--- src/rtl/operand_fetch_stage.sv ---
// operand_fetch_stage
//   Decode/execute boundary directly upstream of the ALU. Holds a 32 x n
//   register file with write-through bypass and the ID/EX pipeline register
//   that drives the ALU operands and select one cycle after decode.
//
// Ports
//   clk, rst          : rising-edge clock, synchronous active-high reset
//   stall, flush      : hold / bubble the pipeline register (flush wins)
//   in_valid          : decode presents a valid instruction
//   rs1_addr/rs2_addr : source register indices
//   imm, alu_src      : sign-extended immediate; 1 selects imm onto B
//   select_in         : ALU operation code
//   rd_addr_in        : destination index
//   reg_write_in      : instruction writes rd
//   wb_en/addr/data   : write-back port into the register file
//   A, B, select      : registered ALU operands and select
//   rd_addr           : registered destination index
//   reg_write         : registered write enable, qualified by valid
//   out_valid         : EX stage holds a valid instruction
module operand_fetch_stage #(
  parameter int n = 32
) (
  input  logic         clk,
  input  logic         rst,
  input  logic         stall,
  input  logic         flush,
  input  logic         in_valid,
  input  logic [4:0]   rs1_addr,
  input  logic [4:0]   rs2_addr,
  input  logic [n-1:0] imm,
  input  logic         alu_src,
  input  logic [3:0]   select_in,
  input  logic [4:0]   rd_addr_in,
  input  logic         reg_write_in,
  input  logic         wb_en,
  input  logic [4:0]   wb_addr,
  input  logic [n-1:0] wb_data,
  output logic [n-1:0] A,
  output logic [n-1:0] B,
  output logic [3:0]   select,
  output logic [4:0]   rd_addr,
  output logic         reg_write,
  output logic         out_valid
);

  // ALU select that yields a zero result; used for reset and bubbles.
  localparam logic [3:0] SEL_BUBBLE = 4'b1111;

  logic [n-1:0] rf_q [32];

  logic [n-1:0] a_q, b_q;
  logic [3:0]   select_q;
  logic [4:0]   rd_q;
  logic         regw_q;
  logic         valid_q;
  logic [4:0]   rs1_q, rs2_q;
  logic         alu_src_q;

  logic         wb_commit;
  logic [n-1:0] rs1_val, rs2_val;
  logic [n-1:0] a_d, b_d;

  assign wb_commit = wb_en && (wb_addr != 5'd0);

  // Register file write port; x0 is never written.
  always_ff @(posedge clk) begin
    if (rst) begin
      for (int unsigned i = 0; i < 32; i++) begin
        rf_q[i] <= '0;
      end
    end else if (wb_commit) begin
      rf_q[wb_addr] <= wb_data;
    end
  end

  // Combinational reads with write-through bypass of the same-cycle write-back.
  always_comb begin
    rs1_val = rf_q[rs1_addr];
    if (rs1_addr == 5'd0) begin
      rs1_val = '0;
    end else if (wb_en && (wb_addr == rs1_addr)) begin
      rs1_val = wb_data;
    end
  end

  always_comb begin
    rs2_val = rf_q[rs2_addr];
    if (rs2_addr == 5'd0) begin
      rs2_val = '0;
    end else if (wb_en && (wb_addr == rs2_addr)) begin
      rs2_val = wb_data;
    end
  end

  // Operand next-state: capture from decode, or refresh held operands while
  // stalled so a write-back landing during the stall is not lost.
  always_comb begin
    a_d = a_q;
    b_d = b_q;
    if (stall) begin
      if (wb_commit && (wb_addr == rs1_q)) begin
        a_d = wb_data;
      end
      if (wb_commit && (wb_addr == rs2_q) && !alu_src_q) begin
        b_d = wb_data;
      end
    end else begin
      a_d = rs1_val;
      b_d = alu_src ? imm : rs2_val;
    end
  end

  // ID/EX register; priority rst > flush > stall > capture.
  always_ff @(posedge clk) begin
    if (rst || flush) begin
      a_q       <= '0;
      b_q       <= '0;
      select_q  <= SEL_BUBBLE;
      rd_q      <= '0;
      regw_q    <= 1'b0;
      valid_q   <= 1'b0;
      rs1_q     <= '0;
      rs2_q     <= '0;
      alu_src_q <= 1'b0;
    end else if (stall) begin
      a_q <= a_d;
      b_q <= b_d;
    end else begin
      a_q       <= a_d;
      b_q       <= b_d;
      select_q  <= select_in;
      rd_q      <= rd_addr_in;
      regw_q    <= reg_write_in && in_valid;
      valid_q   <= in_valid;
      rs1_q     <= rs1_addr;
      rs2_q     <= rs2_addr;
      alu_src_q <= alu_src;
    end
  end

  assign A         = a_q;
  assign B         = b_q;
  assign select    = select_q;
  assign rd_addr   = rd_q;
  assign reg_write = regw_q;
  assign out_valid = valid_q;

endmodule

--- config.mk ---
export PLATFORM = sky130hd
export DESIGN_NAME = operand_fetch_stage
export DESIGN_NICKNAME = d
export VERILOG_FILES = /design/src/rtl/operand_fetch_stage.sv
export SDC_FILE = /design/constraint.sdc
export NUM_CORES = 2
export LEC_CHECK = 0
export BUFFER_PORTS_ARGS = -buffer_cell sky130_fd_sc_hd__buf_2
export CAP_MARGIN = 20
export CORE_ASPECT_RATIO = 0.5
export CORE_MARGIN = 2
export CORE_UTILIZATION = 63
export DETAILED_ROUTE_END_ITERATION = 7
export GPL_ROUTABILITY_DRIVEN = 0
export PLACE_DENSITY_LB_ADDON = 0.3
export SYNTH_ARGS = -nofsm -noshare
export SYNTH_HDL_FRONTEND = slang
export SYNTH_SLANG_ARGS = --single-unit
--- constraint.sdc ---
create_clock -name clk -period 2.5 [get_ports clk]
set_clock_uncertainty 0.05 [all_clocks]
set_input_delay 0.375 -clock clk [delete_from_list [all_inputs] [get_ports clk]]
set_output_delay 0.375 -clock clk [all_outputs]
set_load 0.05 [all_outputs]
== Word level (Yosys, flattened, before mapping) ==
Memories as Yosys holds them, arrays and structs flattened.
Cells that the tools add are included.
Widths: inputs -> output; s select.

* Muxes and demuxes: 17
* Equal/unequal tests: 6
* Reduce and logical (&&, ||, !) cells: 13

{| class="wikitable"
|+ Operators with widths
! kind !! count
|-
| $mux 32 || 10
|-
| $reduce_or 32->1 || 1
|-
| $eq 5x5->1 || 4
|-
| $logic_not 5->1 || 2
|-
| $logic_and 1x1->1 || 7
|-
| $mux 1 || 6
|-
| $mux 5 || 1
|-
| $reduce_bool 5->1 || 1
|-
| $ne 2x1->1 const B || 2
|-
| $logic_not 1->1 || 1
|-
| $logic_or 1x1->1 || 1
|}

* Memory bits (writable): 1024
* Output and inout port bits: 75
* Logic and storage cells: 46
* Memories: 1
* Input bits: 96
* Flip-flop bits (word level): 86

{| class="wikitable"
|+ Memories
! name !! depth !! width !! rd ports !! clocked after Yosys merged registers in !! write ports !! RTL line !! RTL
|-
| rf_q || 32 || 32 || 2 || 0 || 32 || 49 || <nowiki>logic [n-1:0] rf_q [32];</nowiki>
|}

== Depth between registers and ports, before layout ==
* Depth in word-level cells: 7
* Gate-level depth with buffers: 9
* Mapped depth without buffers: 5

== Least setup slack after synthesis ==
No wires, ideal clock.

* Kind: input -> register
* Start: in rs1_addr[0]
* End: reg a_q[0], in the netlist A[0]
* Data arrival time: 2.061 ns
* Required time: 2.330 ns
* Path slack: 0.269 ns
* Path buffers: 4
* Cell stages on the path: 8
* Library setup time: 0.120 ns
* Cells stage by stage: buf_2 -> buf_6 -> buf_6 -> buf_2 -> mux4_2 -> a22oi_1 -> a21oi_1 -> a211o_1

* Longest elaborated chain between the ends: 5
* Elaborated cells on any way between the ends: 7
* Those cells by class: 1 x eq/ne; 3 x mux; 2 x reduce/logical; 1 x memory

{| class="wikitable"
|+ Ends and longest elaborated chain
! item !! RTL line !! RTL
|-
| from (decl) || 28 || <nowiki>input logic [4:0] rs1_addr,</nowiki>
|-
| branches (longest 3 deep; another with $mem_v2 32x32) || n/a ||
|-
| $mux 32 (*) || 79 || <nowiki>if (rs1_addr == 5'd0) begin</nowiki>
|-
| $mux 32 (*) || 100 || <nowiki>if (stall) begin</nowiki>
|-
| to (signal assigned) || 116 || <nowiki>a_q <= '0;</nowiki>
|-
| to (signal assigned) || 126 || <nowiki>a_q <= a_d;</nowiki>
|-
| to (signal assigned) || 129 || <nowiki>a_q <= a_d;</nowiki>
|-
| to (decl) || 51 || <nowiki>logic [n-1:0] a_q, b_q;</nowiki>
|}

Mark *: on every way between the ends.
A chain may end at the register's enable or synchronous reset.

== Worst setup path in the final report ==
* Start: in rs1_addr[3]
* End: reg a_q[13], in the netlist A[13]

Same word-level chain as after synthesis.

==> tab_implementation.tex <==
\begin{tabular}{lr}
\hline
Metric & Value \\
\hline
\multicolumn{2}{l}{\textbf{Cells and area}} \\
\quad Layout filler cell count & 5,389 \\
\quad Cell area after layout & 65,810 um\^{}2 \\
\quad Commonest non-fill, non-tap cell in the layout & sky130\_fd\_sc\_hd\_\_edfxtp\_1 \\
\quad Reg area & 32,470 um\^{}2 \\
\quad Share of layout cells above drive strength 1 & 29.73\% \\
\quad Net count, final & 4,112 \\
\quad Area taken by multi-input logic gates & 23,910 um\^{}2 \\
\quad Area growth, synth to finish & 14.03\% \\
\quad Highest-count cells in the layout ignoring fill and taps & sky130\_fd\_sc\_hd\_\_edfxtp\_1, sky130\_fd\_sc\_hd\_\_and2\_1, sky130\_fd\_sc\_hd\_\_mux4\_2 \\
\multicolumn{2}{l}{\textbf{GRT}} \\
\quad Initial antenna violation count & 6 \\
\quad Largest net degree at the start of global routing & 65 \\
\quad Overall overflow remaining after global route & 0 \\
\quad Via count of the first global-routing pass & 39.57k \\
\quad Global-route wire length before repair & 267,900 um \\
\quad Overall fraction of global-route tracks in use & 40.09\% \\
\multicolumn{2}{l}{\textbf{Drt}} \\
\quad Post-detailed-route wirelength per cell & 35.25 um \\
\quad Initial drt markers & 6,920 \\
\quad Router iterations before antenna repair & 6 \\
\quad Overall routed net length & 187,000 um \\
\quad Overall via count from detail\_route & 39.35k \\
\quad Vias per Instance & 7.417 \\
\quad Number of design rule violations left after detail routing & 0 \\
\quad Final antenna-violating net count & 0 \\
\multicolumn{2}{l}{\textbf{Floorplan}} \\
\quad Count of pins on the block boundary & 171 \\
\quad Overall die height & 218.0 um \\
\quad Number of placement rows & 78 \\
\quad Die Width & 432.1 um \\
\quad Die area & 94,200 um\^{}2 \\
\quad Core footprint & 90,660 um\^{}2 \\
\quad Effective utilization at floorplan & 63.66\% \\
\multicolumn{2}{l}{\textbf{Pwr}} \\
\quad Switching power total & 0.01057 W \\
\quad Total power consumption of the routed design & 0.04363 W \\
\quad Leakage power & 23.11 nW \\
\quad Internal power summed over all cells & 0.03306 W \\
\quad Proportion of power drawn by the clock network & 38.0\% \\
\quad PD cells & 663.0 nW/um\^{}2 \\
\quad Switching part of the total & 24.23\% \\
\quad Register share of total power & 50.1\% \\
\quad Combinational cell fraction of total power & 11.9\% \\
\quad Worst supply voltage drop on vdd & 0.0005104 V \\
\multicolumn{2}{l}{\textbf{Yosys}} \\
\quad Number of different library cells in the post-synthesis netlist & 47 \\
\quad Library cell with the largest summed area after synthesis & sky130\_fd\_sc\_hd\_\_edfxtp\_1 \\
\quad Combined area of all synthesized cells & 57,720 um\^{}2 \\
\quad Ranking of synthesized cells by area & sky130\_fd\_sc\_hd\_\_edfxtp\_1, sky130\_fd\_sc\_hd\_\_mux4\_2, sky130\_fd\_sc\_hd\_\_and2\_1 \\
\quad Flop and latch count out of synthesis & 1,110 \\
\quad Sequential-to-total area share from yosys stat & 56.26\% \\
\quad Proportion of register bits with asynchronous set or reset after synthesis & 0\% \\
\quad Flip-flop cell with the highest count after synthesis & sky130\_fd\_sc\_hd\_\_edfxtp\_1 \\
\quad Share of Yosys cell area claimed by the top area cell type & 53.27\% \\
\quad Cells after synthesis & 3,858 \\
\quad Average cell area after synthesis & 14.96 um\^{}2 \\
\quad EDFF count, synth & 1,024 \\
\quad Yosys Warn Count & 0 \\
\multicolumn{2}{l}{\textbf{Critical path}} \\
\quad Number of cells on the worst reg-to-reg path & 5 \\
\quad Origin of the worst setup path & rs1\_addr[3] \\
\quad Worst setup path class & input pin to register \\
\quad Setup crit start kind & input pin \\
\quad FF-to-FF End & A[0] \\
\quad R2r setup slk & 440 ps \\
\quad Arrival time of the worst setup path & 2670 ps \\
\quad Worst endpoint required time & 3040 ps \\
\quad Endpoint of the worst setup timing path & A[13] \\
\quad Peak fanout along the critical path & 20 \\
\quad Critical Path End Type & register \\
\quad FF-to-FF Start & rf\_q[0][0] \\
\multicolumn{2}{l}{\textbf{Clock network}} \\
\quad Number of sinks handled by clock tree synthesis & 1,110 \\
\quad Root buffer selected by CTS & sky130\_fd\_sc\_hd\_\_clkbuf\_16 \\
\quad Latest clock arrival within the worst-skew pair & 700 ps \\
\quad Clock slew at the register clock pins of the worst setup and hold paths & 60 ps \\
\quad Number of clock buffers inserted by TritonCTS & 99 \\
\quad Buffer levels on the longest clock path & 3 \\
\quad CTS H-tree lvls & 3 \\
\quad Post-CTS Resized & 0 \\
\quad TritonCTS clock tree & done \\
\multicolumn{2}{l}{\textbf{STA}} \\
\quad RSZ-0062 raised after global routing & no \\
\quad Count of final hold-check violations & 0 \\
\quad Fmax & 469.6 MHz \\
\quad Minimum period implied by the final worst setup slack & 2130 ps \\
\quad Final worst slack & 370.4 ps \\
\quad Slew of the pin with the lowest slew margin & 701.7 ps \\
\quad Setup violators final & 0 \\
\quad Relative slew slack & 53.22\% \\
\quad Pins Over Slew Limit & 0 \\
\quad Final cycle utilization of the critical path & 85.19\% \\
\quad Summed negative setup slack over all endpoints & 0 ps \\
\multicolumn{2}{l}{\textbf{Worst hold path}} \\
\quad Worst hold-check path type & input pin to register \\
\multicolumn{2}{l}{\textbf{Place}} \\
\quad Worst slack at placement & -133.0 ps \\
\quad HPWL reported at the end of detailed placement & 113,400 um \\
\quad Placed standard-cell area & 62,140 um\^{}2 \\
\quad Count of input and output buffers & 170 \\
\multicolumn{2}{l}{\textbf{Job}} \\
\quad Max-capacitance violation count & 0 \\
\multicolumn{2}{l}{\textbf{Outcome}} \\
\quad Result of the run & completed \\
\hline
\end{tabular}
stage by stage:
step                      util, %  std cells  hold WS (ps)
after CTS                   72.58       5300         2.064
after detailed placement    68.54       5098         419.7
after global placement      68.54       5098         408.1
after floorplan                 -       3889         395.6
final                       72.59       5305         26.88
after global routing        72.58       5302         65.75
registers in the layout, indices dropped and copies added (netlist names), 4 cells and up:
| register | cells |
|---|---|
| A | 32 |
| rf_q | 1024 |
| B | 32 |
| rd_addr | 5 |
| rs2_q | 5 |
| select | 4 |
| rs1_q | 5 |
worst max-delay path: stages:
cell,delay (ps)
sky130_fd_sc_hd__dlygate4sd3_1,570
sky130_fd_sc_hd__buf_2,190
sky130_fd_sc_hd__xnor2_1,160
sky130_fd_sc_hd__nand2_1,200
sky130_fd_sc_hd__o21ai_4,360
sky130_fd_sc_hd__buf_12,290
sky130_fd_sc_hd__o2bb2ai_1,200
sky130_fd_sc_hd__a211o_1,300
cells by family (layout without fill, tap and decap cells):
| group | after synthesis | in the layout | share of synthesized area, % |
|---|---|---|---|
| and+or+nand+nor | 1286 | 1286 | 13.27 |
| DFF | 1110 | 1110 | 56.26 |
| muxes | 565 | 565 | 20.99 |
| AOI/OAI and AO/OA | 457 | 457 | 6.074 |
| buffers and inverters | 419 | 630 | 3.100 |
| xor gates and xnor gates | 20 | 20 | 0.3035 |
| other | 1 | 37 | 0.006497 |
layer usage:
metal,share of wire [%],vias up,global-route usage [%]
li1,-,15200,-
met1,33,19560,53.37
met2,44,3882,58.80
met3,16,709,13.52
met4,6.2,0,21.99
met5,0,-,0.1537
layout make-up:
cell class / instances / share of cell area, %
antenna: 5 / 0.01901
inverter: 2 / 0.01141
multi-input combinational: 2360 / 36.32
tap: 1200 / 2.281
timing repair buffer: 443 / 6.726
clock inverter: 56 / 1.042
sequential: 1110 / 49.34
clock buffer: 129 / 4.258
worst min-delay path by stage:
stage	from	end	slack [ps]	cells past startpoint
2_1_floorplan	alu_src_q	alu_src_q	400	2
5_1_grt	in_valid	out_valid	70	4
6_report	in_valid	out_valid	30	4
3_3_place_gp	select[1]	select[1]	410	2
4_1_cts	in_valid	out_valid	2	4
3_5_place_dp	select[2]	select[2]	420	2
synth_stat cells, types with 2 or more instances:
cell type	count
sky130_fd_sc_hd__a211o_1	32
sky130_fd_sc_hd__a21o_1	32
sky130_fd_sc_hd__a21oi_1	65
sky130_fd_sc_hd__a22o_1	94
sky130_fd_sc_hd__a22oi_1	191
sky130_fd_sc_hd__and2_1	995
sky130_fd_sc_hd__buf_1	16
sky130_fd_sc_hd__buf_2	62
sky130_fd_sc_hd__buf_4	13
sky130_fd_sc_hd__buf_6	12
sky130_fd_sc_hd__clkbuf_1	314
sky130_fd_sc_hd__dfxtp_1	86
sky130_fd_sc_hd__edfxtp_1	1024
sky130_fd_sc_hd__inv_1	2
sky130_fd_sc_hd__mux2_2	32
sky130_fd_sc_hd__mux2i_1	20
sky130_fd_sc_hd__mux4_2	513
sky130_fd_sc_hd__nand2_1	105
sky130_fd_sc_hd__nand3_1	4
sky130_fd_sc_hd__nand3b_1	5
sky130_fd_sc_hd__nand4_1	4
sky130_fd_sc_hd__nand4b_1	33
sky130_fd_sc_hd__nor2_1	85
sky130_fd_sc_hd__nor2b_1	9
sky130_fd_sc_hd__nor3_1	4
sky130_fd_sc_hd__nor4_1	4
sky130_fd_sc_hd__o21ai_1	2
sky130_fd_sc_hd__o2bb2ai_1	31
sky130_fd_sc_hd__or2_2	32
sky130_fd_sc_hd__or3b_2	2
sky130_fd_sc_hd__xnor2_1	19
power groups by stage:
stage | logic (W) | registers, W | clock network, W
finish | 0.00520 | 0.0219 | 0.0166
global placement | 0.00495 | 0.0221 | 0
floorplan | 0.00305 | 0.0221 | 0
detailed placement | 0.00504 | 0.0222 | 0
global route | 0.00536 | 0.0219 | 0.0172
CTS | 0.00509 | 0.0218 | 0.0166
timing repair:
item                                    4_1_cts  5_1_grt
hold endpoints to repair                     15        0
setup buffers                                 0        0
hold buffers                                 17        0
endpoints found under the setup margin        0        0
(Power assumes the default switching activity.)
